[config.mk]
export PLATFORM = sky130hd
export DESIGN_NAME = aead_encrypt_flat
export DESIGN_NICKNAME = d
export VERILOG_FILES = /design/src/rtl/aead_if.sv /design/src/rtl/aead_encrypt.sv /design/src/flat_wrapper.sv
export SDC_FILE = /design/constraint.sdc
export NUM_CORES = 1
export LEC_CHECK = 0
export CORE_MARGIN = 10
export CORE_UTILIZATION = 35
export DETAILED_ROUTE_END_ITERATION = 8
export PLACE_DENSITY_LB_ADDON = 0.08
export SLEW_MARGIN = 15
export SYNTH_ARGS = -nofsm -noshare
export SYNTH_HDL_FRONTEND = slang
export SYNTH_SLANG_ARGS = --single-unit
[constraint.sdc]
create_clock -name clk -period 5.9 [get_ports clk]
set_input_delay 1.18 -clock clk [delete_from_list [all_inputs] [get_ports clk]]
set_output_delay 1.18 -clock clk [all_outputs]
set_load 0.02 [all_outputs]
[src/rtl/aead_if.sv]
// Request, stream and tag handshake signals of the AEAD encryptor.
// The master drives requests and data in; the slave (the encryptor) answers.
interface aead_if;
  logic        start;
  logic [31:0] key;
  logic [31:0] nonce;
  logic        has_ad;
  logic        has_pt;
  logic        ad_valid;
  logic        ad_ready;
  logic [31:0] ad_data;
  logic        ad_last;
  logic        pt_valid;
  logic        pt_ready;
  logic [31:0] pt_data;
  logic        pt_last;
  logic        ct_valid;
  logic        ct_ready;
  logic [31:0] ct_data;
  logic        tag_valid;
  logic        tag_ready;
  logic [31:0] tag;
  logic        busy;

  modport master (
    output start, key, nonce, has_ad, has_pt,
    output ad_valid, ad_data, ad_last,
    output pt_valid, pt_data, pt_last,
    output ct_ready, tag_ready,
    input  ad_ready, pt_ready, ct_valid, ct_data, tag_valid, tag, busy
  );

  modport slave (
    input  start, key, nonce, has_ad, has_pt,
    input  ad_valid, ad_data, ad_last,
    input  pt_valid, pt_data, pt_last,
    input  ct_ready, tag_ready,
    output ad_ready, pt_ready, ct_valid, ct_data, tag_valid, tag, busy
  );
endinterface

[src/rtl/aead_encrypt.sv]
// Toy sponge-style AEAD encryptor: 64-bit state (rate X, capacity Y),
// 8-round permutation run one round per clock between absorb/squeeze steps.
module aead_encrypt (
  input  logic   clk,
  input  logic   reset,
  aead_if.slave  bus
);

  localparam logic [3:0] S_IDLE      = 4'd0;
  localparam logic [3:0] S_INIT_PERM = 4'd1;
  localparam logic [3:0] S_AD_WAIT   = 4'd2;
  localparam logic [3:0] S_AD_PERM   = 4'd3;
  localparam logic [3:0] S_MSG_WAIT  = 4'd4;
  localparam logic [3:0] S_CT_OUT    = 4'd5;
  localparam logic [3:0] S_MSG_PERM  = 4'd6;
  localparam logic [3:0] S_FIN_PERM  = 4'd7;
  localparam logic [3:0] S_TAG_OUT   = 4'd8;

  logic [3:0]  r_state;
  logic [31:0] r_x;
  logic [31:0] r_y;
  logic [31:0] r_key;
  logic [31:0] r_ct;
  logic [31:0] r_tag;
  logic [2:0]  r_cnt;
  logic        r_has_ad;
  logic        r_has_pt;
  logic        r_ad_last;
  logic        r_pt_last;

  logic [31:0] w_rx;
  logic [31:0] w_ry;
  logic        w_last_rnd;

  // One round R(i); the round constant i+1 needs 4 bits since i reaches 7.
  function automatic logic [63:0] round_fn(input logic [31:0] x,
                                           input logic [31:0] y,
                                           input logic [2:0]  i);
    logic [31:0] rot;
    logic [3:0]  rc;
    rot = {x[26:0], x[31:27]};
    rc  = {1'b0, i} + 4'd1;
    return {y ^ rot ^ {28'd0, rc}, x + y};
  endfunction

  assign {w_rx, w_ry} = round_fn(r_x, r_y, r_cnt);
  assign w_last_rnd   = (r_cnt == 3'd7);

  assign bus.busy      = (r_state != S_IDLE);
  assign bus.ad_ready  = (r_state == S_AD_WAIT);
  assign bus.pt_ready  = (r_state == S_MSG_WAIT);
  assign bus.ct_valid  = (r_state == S_CT_OUT);
  assign bus.tag_valid = (r_state == S_TAG_OUT);
  assign bus.ct_data   = r_ct;
  assign bus.tag       = r_tag;

  always_ff @(posedge clk or posedge reset) begin
    if (reset) begin
      r_state   <= S_IDLE;
      r_x       <= '0;
      r_y       <= '0;
      r_key     <= '0;
      r_ct      <= '0;
      r_tag     <= '0;
      r_cnt     <= '0;
      r_has_ad  <= 1'b0;
      r_has_pt  <= 1'b0;
      r_ad_last <= 1'b0;
      r_pt_last <= 1'b0;
    end else begin
      case (r_state)
        S_IDLE: begin
          if (bus.start) begin
            r_x      <= bus.key;
            r_y      <= bus.nonce;
            r_key    <= bus.key;
            r_has_ad <= bus.has_ad;
            r_has_pt <= bus.has_pt;
            r_cnt    <= '0;
            r_state  <= S_INIT_PERM;
          end
        end
        S_INIT_PERM: begin
          r_x   <= w_rx;
          r_y   <= w_ry;
          r_cnt <= r_cnt + 3'd1;
          if (w_last_rnd) begin
            r_cnt <= '0;
            if (r_has_ad) begin
              r_state <= S_AD_WAIT;
            end else if (r_has_pt) begin
              r_y     <= w_ry ^ 32'd1;
              r_state <= S_MSG_WAIT;
            end else begin
              // Empty AD and empty message: both domain separators at once.
              r_y     <= w_ry ^ 32'd3;
              r_state <= S_FIN_PERM;
            end
          end
        end
        S_AD_WAIT: begin
          if (bus.ad_valid) begin
            r_x       <= r_x ^ bus.ad_data;
            r_ad_last <= bus.ad_last;
            r_state   <= S_AD_PERM;
          end
        end
        S_AD_PERM: begin
          r_x   <= w_rx;
          r_y   <= w_ry;
          r_cnt <= r_cnt + 3'd1;
          if (w_last_rnd) begin
            r_cnt <= '0;
            if (!r_ad_last) begin
              r_state <= S_AD_WAIT;
            end else if (r_has_pt) begin
              r_y     <= w_ry ^ 32'd1;
              r_state <= S_MSG_WAIT;
            end else begin
              r_y     <= w_ry ^ 32'd3;
              r_state <= S_FIN_PERM;
            end
          end
        end
        S_MSG_WAIT: begin
          if (bus.pt_valid) begin
            r_ct      <= r_x ^ bus.pt_data;
            r_x       <= r_x ^ bus.pt_data;
            r_pt_last <= bus.pt_last;
            r_state   <= S_CT_OUT;
          end
        end
        S_CT_OUT: begin
          if (bus.ct_ready) r_state <= S_MSG_PERM;
        end
        S_MSG_PERM: begin
          r_x   <= w_rx;
          r_y   <= w_ry;
          r_cnt <= r_cnt + 3'd1;
          if (w_last_rnd) begin
            r_cnt <= '0;
            if (!r_pt_last) begin
              r_state <= S_MSG_WAIT;
            end else begin
              r_y     <= w_ry ^ 32'd2;
              r_state <= S_FIN_PERM;
            end
          end
        end
        S_FIN_PERM: begin
          r_x   <= w_rx;
          r_y   <= w_ry;
          r_cnt <= r_cnt + 3'd1;
          if (w_last_rnd) begin
            r_cnt   <= '0;
            r_tag   <= w_rx ^ r_key;
            r_state <= S_TAG_OUT;
          end
        end
        S_TAG_OUT: begin
          if (bus.tag_ready) r_state <= S_IDLE;
        end
        default: r_state <= S_IDLE;
      endcase
    end
  end

endmodule

[src/flat_wrapper.sv]
// flat-port wrapper written by rule: the top's interface ports become plain ports
module aead_encrypt_flat 
  (clk, reset, bus_start, bus_key, bus_nonce, bus_has_ad, bus_has_pt, bus_ad_valid, bus_ad_data, bus_ad_last, bus_pt_valid, bus_pt_data, bus_pt_last, bus_ct_ready, bus_tag_ready, bus_ad_ready, bus_pt_ready, bus_ct_valid, bus_ct_data, bus_tag_valid, bus_tag, bus_busy);
  aead_if bus_i ();
  input  logic clk;
  input  logic reset;
  input wire logic [$bits(bus_i.start)-1:0] bus_start;
  input wire logic [$bits(bus_i.key)-1:0] bus_key;
  input wire logic [$bits(bus_i.nonce)-1:0] bus_nonce;
  input wire logic [$bits(bus_i.has_ad)-1:0] bus_has_ad;
  input wire logic [$bits(bus_i.has_pt)-1:0] bus_has_pt;
  input wire logic [$bits(bus_i.ad_valid)-1:0] bus_ad_valid;
  input wire logic [$bits(bus_i.ad_data)-1:0] bus_ad_data;
  input wire logic [$bits(bus_i.ad_last)-1:0] bus_ad_last;
  input wire logic [$bits(bus_i.pt_valid)-1:0] bus_pt_valid;
  input wire logic [$bits(bus_i.pt_data)-1:0] bus_pt_data;
  input wire logic [$bits(bus_i.pt_last)-1:0] bus_pt_last;
  input wire logic [$bits(bus_i.ct_ready)-1:0] bus_ct_ready;
  input wire logic [$bits(bus_i.tag_ready)-1:0] bus_tag_ready;
  output wire logic [$bits(bus_i.ad_ready)-1:0] bus_ad_ready;
  output wire logic [$bits(bus_i.pt_ready)-1:0] bus_pt_ready;
  output wire logic [$bits(bus_i.ct_valid)-1:0] bus_ct_valid;
  output wire logic [$bits(bus_i.ct_data)-1:0] bus_ct_data;
  output wire logic [$bits(bus_i.tag_valid)-1:0] bus_tag_valid;
  output wire logic [$bits(bus_i.tag)-1:0] bus_tag;
  output wire logic [$bits(bus_i.busy)-1:0] bus_busy;
  assign bus_i.start = bus_start;
  assign bus_i.key = bus_key;
  assign bus_i.nonce = bus_nonce;
  assign bus_i.has_ad = bus_has_ad;
  assign bus_i.has_pt = bus_has_pt;
  assign bus_i.ad_valid = bus_ad_valid;
  assign bus_i.ad_data = bus_ad_data;
  assign bus_i.ad_last = bus_ad_last;
  assign bus_i.pt_valid = bus_pt_valid;
  assign bus_i.pt_data = bus_pt_data;
  assign bus_i.pt_last = bus_pt_last;
  assign bus_i.ct_ready = bus_ct_ready;
  assign bus_i.tag_ready = bus_tag_ready;
  assign bus_ad_ready = bus_i.ad_ready;
  assign bus_pt_ready = bus_i.pt_ready;
  assign bus_ct_valid = bus_i.ct_valid;
  assign bus_ct_data = bus_i.ct_data;
  assign bus_tag_valid = bus_i.tag_valid;
  assign bus_tag = bus_i.tag;
  assign bus_busy = bus_i.busy;
  aead_encrypt u_core (.clk(clk), .reset(reset), .bus(bus_i));
endmodule
==> run_results.csv <==
group,metric,value,unit
run_status,status,"finished clean",
yosys,yosys.area_share.simple,14.6,%
clock_network,clkSlewWorstSetupHoldPaths,80,ps
placed_design,gp_congestion,0.829,
yosys,synth-xor-area-share,10.8,%
routing,drt_wl_total,34300,um
min_path,min_to,"u_core.bus.tag[11]",
clock_network,ctsResizeCount,0,
placed_design,dp.cells,1673,
yosys,async_reset_ff_share,100,%
clock_network,ctsHtreeMaxLevel,4,
final_layout,drive_gt1_share,5.07,%
worst_setup_path,critPathLaunchType,"register",
min_path,min_path_type,"register to register",
worst_setup_path,ff2ff_setup_slack,2690,ps
floorplan,chipWidth,191,um
yosys,syn_area,10200,um^2
clock_network,cts_root_buf,"clkbuf_16",
placed_design,dpl_cell_area,12600,um^2
worst_setup_path,crit_required,4720,ps
worst_setup_path,path_cells,"nor2_1 -> nand2_1 -> or2_1 -> inv_2 -> clkdlybuf4s50_1",
routing,drcViolationCount,0,
yosys,yosysWarningCount,0,
timing,slew_violations,0,
worst_setup_path,cp_slowest_cell,"clkdlybuf4s50_1",
worst_setup_path,path_class,"register to output port",
clock_network,post_cts_buffers,0,
yosys,synth_top_family_by_area,"compound AO/OA/AOI/OAI gates",
worst_setup_path,r2r_end,"u_core.r_y[30]",
timing,period_share,69.5,%
yosys,synth-edff-count,0,
routing,drt_iter0_markers,645,
placed_design,io_buffers,207,
floorplan,rows,62,
routing,drt_first_pass_iters,5,
clock_network,clock_latency,440,ps
floorplan,core-area,28700,um^2
timing,rsz0062_at_grt,"false",
power,power.density,676,nW/um^2
clock_network,clockBufferDepth,2,
power,irDropWorstVdd,0.377,mV
floorplan,dieArea,36300,um^2
worst_setup_path,timing.rr.start,"u_core.r_x[0]",
timing,hold_ws,477,ps
timing,worst_pin_slew,966,ps
timing,skew,12.0,ps
clock_network,cts_tree,"yes",
floorplan,pin_count,208,
min_path,hp-start,"u_core.bus.tag[11]",
yosys,synthFlopType,"dfrtp_1",
timing,tns,0,ps
routing,final_antenna_net_count,0,
routing,routed_via_density,5.31,
routing,wire_per_inst,20.1,um
yosys,synth.net_count,1313,
yosys,synth-compound-area-share,23.9,%
timing,slew_headroom,35.6,%
final_layout,finish.instance_area,13200,um^2
floorplan,dieHeight,191,um
yosys,ys_seq_area_share,42.0,%
worst_setup_path,slowest_delay,760,ps
global_routing,grt_overflow_total,0,
routing,num_vias,9063,
clock_network,clock_sink_count,171,
clock_network,cts.hold.buffers_added,0,
flow_run,cap_violations,0,
yosys,muxShareOfSynthArea,1.04,%
floorplan,initial_core_util,35.5,%
worst_setup_path,critPathMaxFanout,35,
worst_setup_path,endpoint_kind,"output port",
timing,setup_viol_count_final,0,
global_routing,grt_util_all_layers,18.8,%
timing,period_needed,4100,ps
yosys,avgSynthCellArea,8.93,um^2
yosys,synth_cell_types,57,
yosys,synth_fa_ha_area_share,4.25,%
yosys,syn_inst,1140,
global_routing,grt_pass1_wl,54100,um
final_layout,nFillCells,2843,
clock_network,cts_made_buffers,17,
final_layout,fin_nets,1482,
timing,final_hold_viol_count,0,
worst_setup_path,worstPathArrival,2920,ps
final_layout,layout.cells.non_filler,1708,
timing,fmax,0.244,GHz
placed_design,dp_slack,2150,ps
worst_setup_path,startpoint,"u_core.r_state[0]",
global_routing,grt_max_degree,102,
power,cellLeakagePower,0.00542,uW
yosys,yosys_register_bits,171,
global_routing,grt_pass1_vias,9153,
worst_setup_path,reg2reg_depth,11,
final_layout,areaGrowthSynthToFinish,29.9,%
timing,setup_slack,1800,ps
placed_design,hpwlAfterDp,24500,um
global_routing,grt_antenna_before_repair,2,
min_path,holdPathStages,2,
-- layout by cell type (no fill, tap or decap), drive strengths merged, types with 15 or more instances in the layout --
cell             n
a21oi          108
a221o           33
a222oi          32
buf             15
clkbuf          19
clkdlybuf4s50  207
dfrtp          171
ha              33
inv             29
nand2          196
nand3           15
nor2            93
o21ai           75
o221ai          36
xnor2           85
xor2            40
-- report_power, final --
| group | internal [uW] | switching [uW] | leakage (uW) |
|---|---|---|---|
| sequential | 1740 | 606 | 0.00205 |
| clock | 626 | 557 | 0.000297 |
| combinational | 2380 | 3030 | 0.00307 |
| total | 4750 | 4190 | 0.00542 |
-- flip-flops by register name, indices dropped and copies added (netlist names), 3 cells and up --
register	flops
u_core.bus.ct_data	32
u_core.bus.tag	32
u_core.r_cnt	3
u_core.r_key	32
u_core.r_state	4
u_core.r_x	32
u_core.r_y	32
-- through the flow --
| stage | power, uW | utilization [%] |
|---|---|---|
| 2_1_floorplan | 6110 | - |
| 3_3_place_gp | 7740 | 43.9 |
| 3_5_place_dp | 7780 | 43.9 |
| 4_1_cts | 9010 | 46.0 |
| 5_1_grt | 9750 | 46.1 |
| 6_report | 8940 | 46.1 |
-- kinds of logic after synthesis --
group,count (synthesis)
xor gates and xnor gates,125
DFF,171
and+or+nand+nor,355
buffers and inverters,92
adders and majority gates,34
muxes,10
AOI/OAI and AO/OA,353
-- layer usage --
metal | wire length (um) | GRT usage, %
met5 | 0 | 0
met4 | 299 | 4.18
met3 | 1820 | 3.95
met2 | 15400 | 29.0
met1 | 16700 | 26.4
-- synthesized netlist by cell type, types with 3 or more instances --
cell / count / area (um^2)
a211oi_1: 4 / 30.0
a21o_1: 12 / 90.1
a21oi_1: 106 / 531
a221o_1: 33 / 330
a222oi_1: 32 / 320
a22oi_1: 12 / 90.1
a31oi_1: 13 / 81.3
and2_1: 5 / 31.3
and3_1: 8 / 50.1
buf_1: 10 / 37.5
buf_2: 9 / 45.0
clkbuf_1: 53 / 199
dfrtp_1: 171 / 4280
ha_1: 33 / 413
inv_1: 17 / 63.8
inv_2: 3 / 11.3
mux2_2: 5 / 56.3
mux2i_1: 5 / 50.1
nand2_1: 196 / 736
nand2b_1: 3 / 18.8
nand3_1: 15 / 75.1
nand3b_1: 7 / 52.6
nand4_1: 5 / 31.3
nor2_1: 93 / 349
nor2b_1: 4 / 25.0
nor3_1: 9 / 45.0
nor3b_1: 3 / 22.5
o21ai_0: 69 / 345
o21ai_1: 6 / 30.0
o21bai_1: 3 / 22.5
o221ai_1: 34 / 298
o22ai_1: 6 / 37.5
o31ai_1: 4 / 30.0
xnor2_1: 85 / 744
xor2_1: 40 / 350
-- final cells by class --
| cell class | count | area (um^2) | share of cell area, % |
|---|---|---|---|
| multi-input cells | 877 | 5580 | 42.2 |
| flip-flops and latches | 171 | 4280 | 32.4 |
| repair buffers | 222 | 2200 | 16.6 |
| well taps | 384 | 480 | 3.63 |
| clock buffers | 19 | 453 | 3.43 |
| clock inverters | 13 | 145 | 1.10 |
| inverters | 20 | 80.1 | 0.606 |
| diodes | 2 | 5.00 | 0.0379 |
-- critical path: cells and delay by family, from the launching register on --
kind	cells	cell delay (ps)
buffers and inverters	2	1390
DFF	1	540
and+or+nand+nor	3	540
-- how the worst max path moves through the flow --
stage                            endpoint  depth (start not counted)
CTS                          bus_ad_ready                          5
global route                 bus_ad_ready                          5
global placement           u_core.r_x[14]                          6
floorplan           u_core.bus.ct_data[0]                          1
finish                       bus_ad_ready                          5
detailed placement          u_core.r_x[5]                          6
Note: power is estimated with default switching activity, not from simulation.
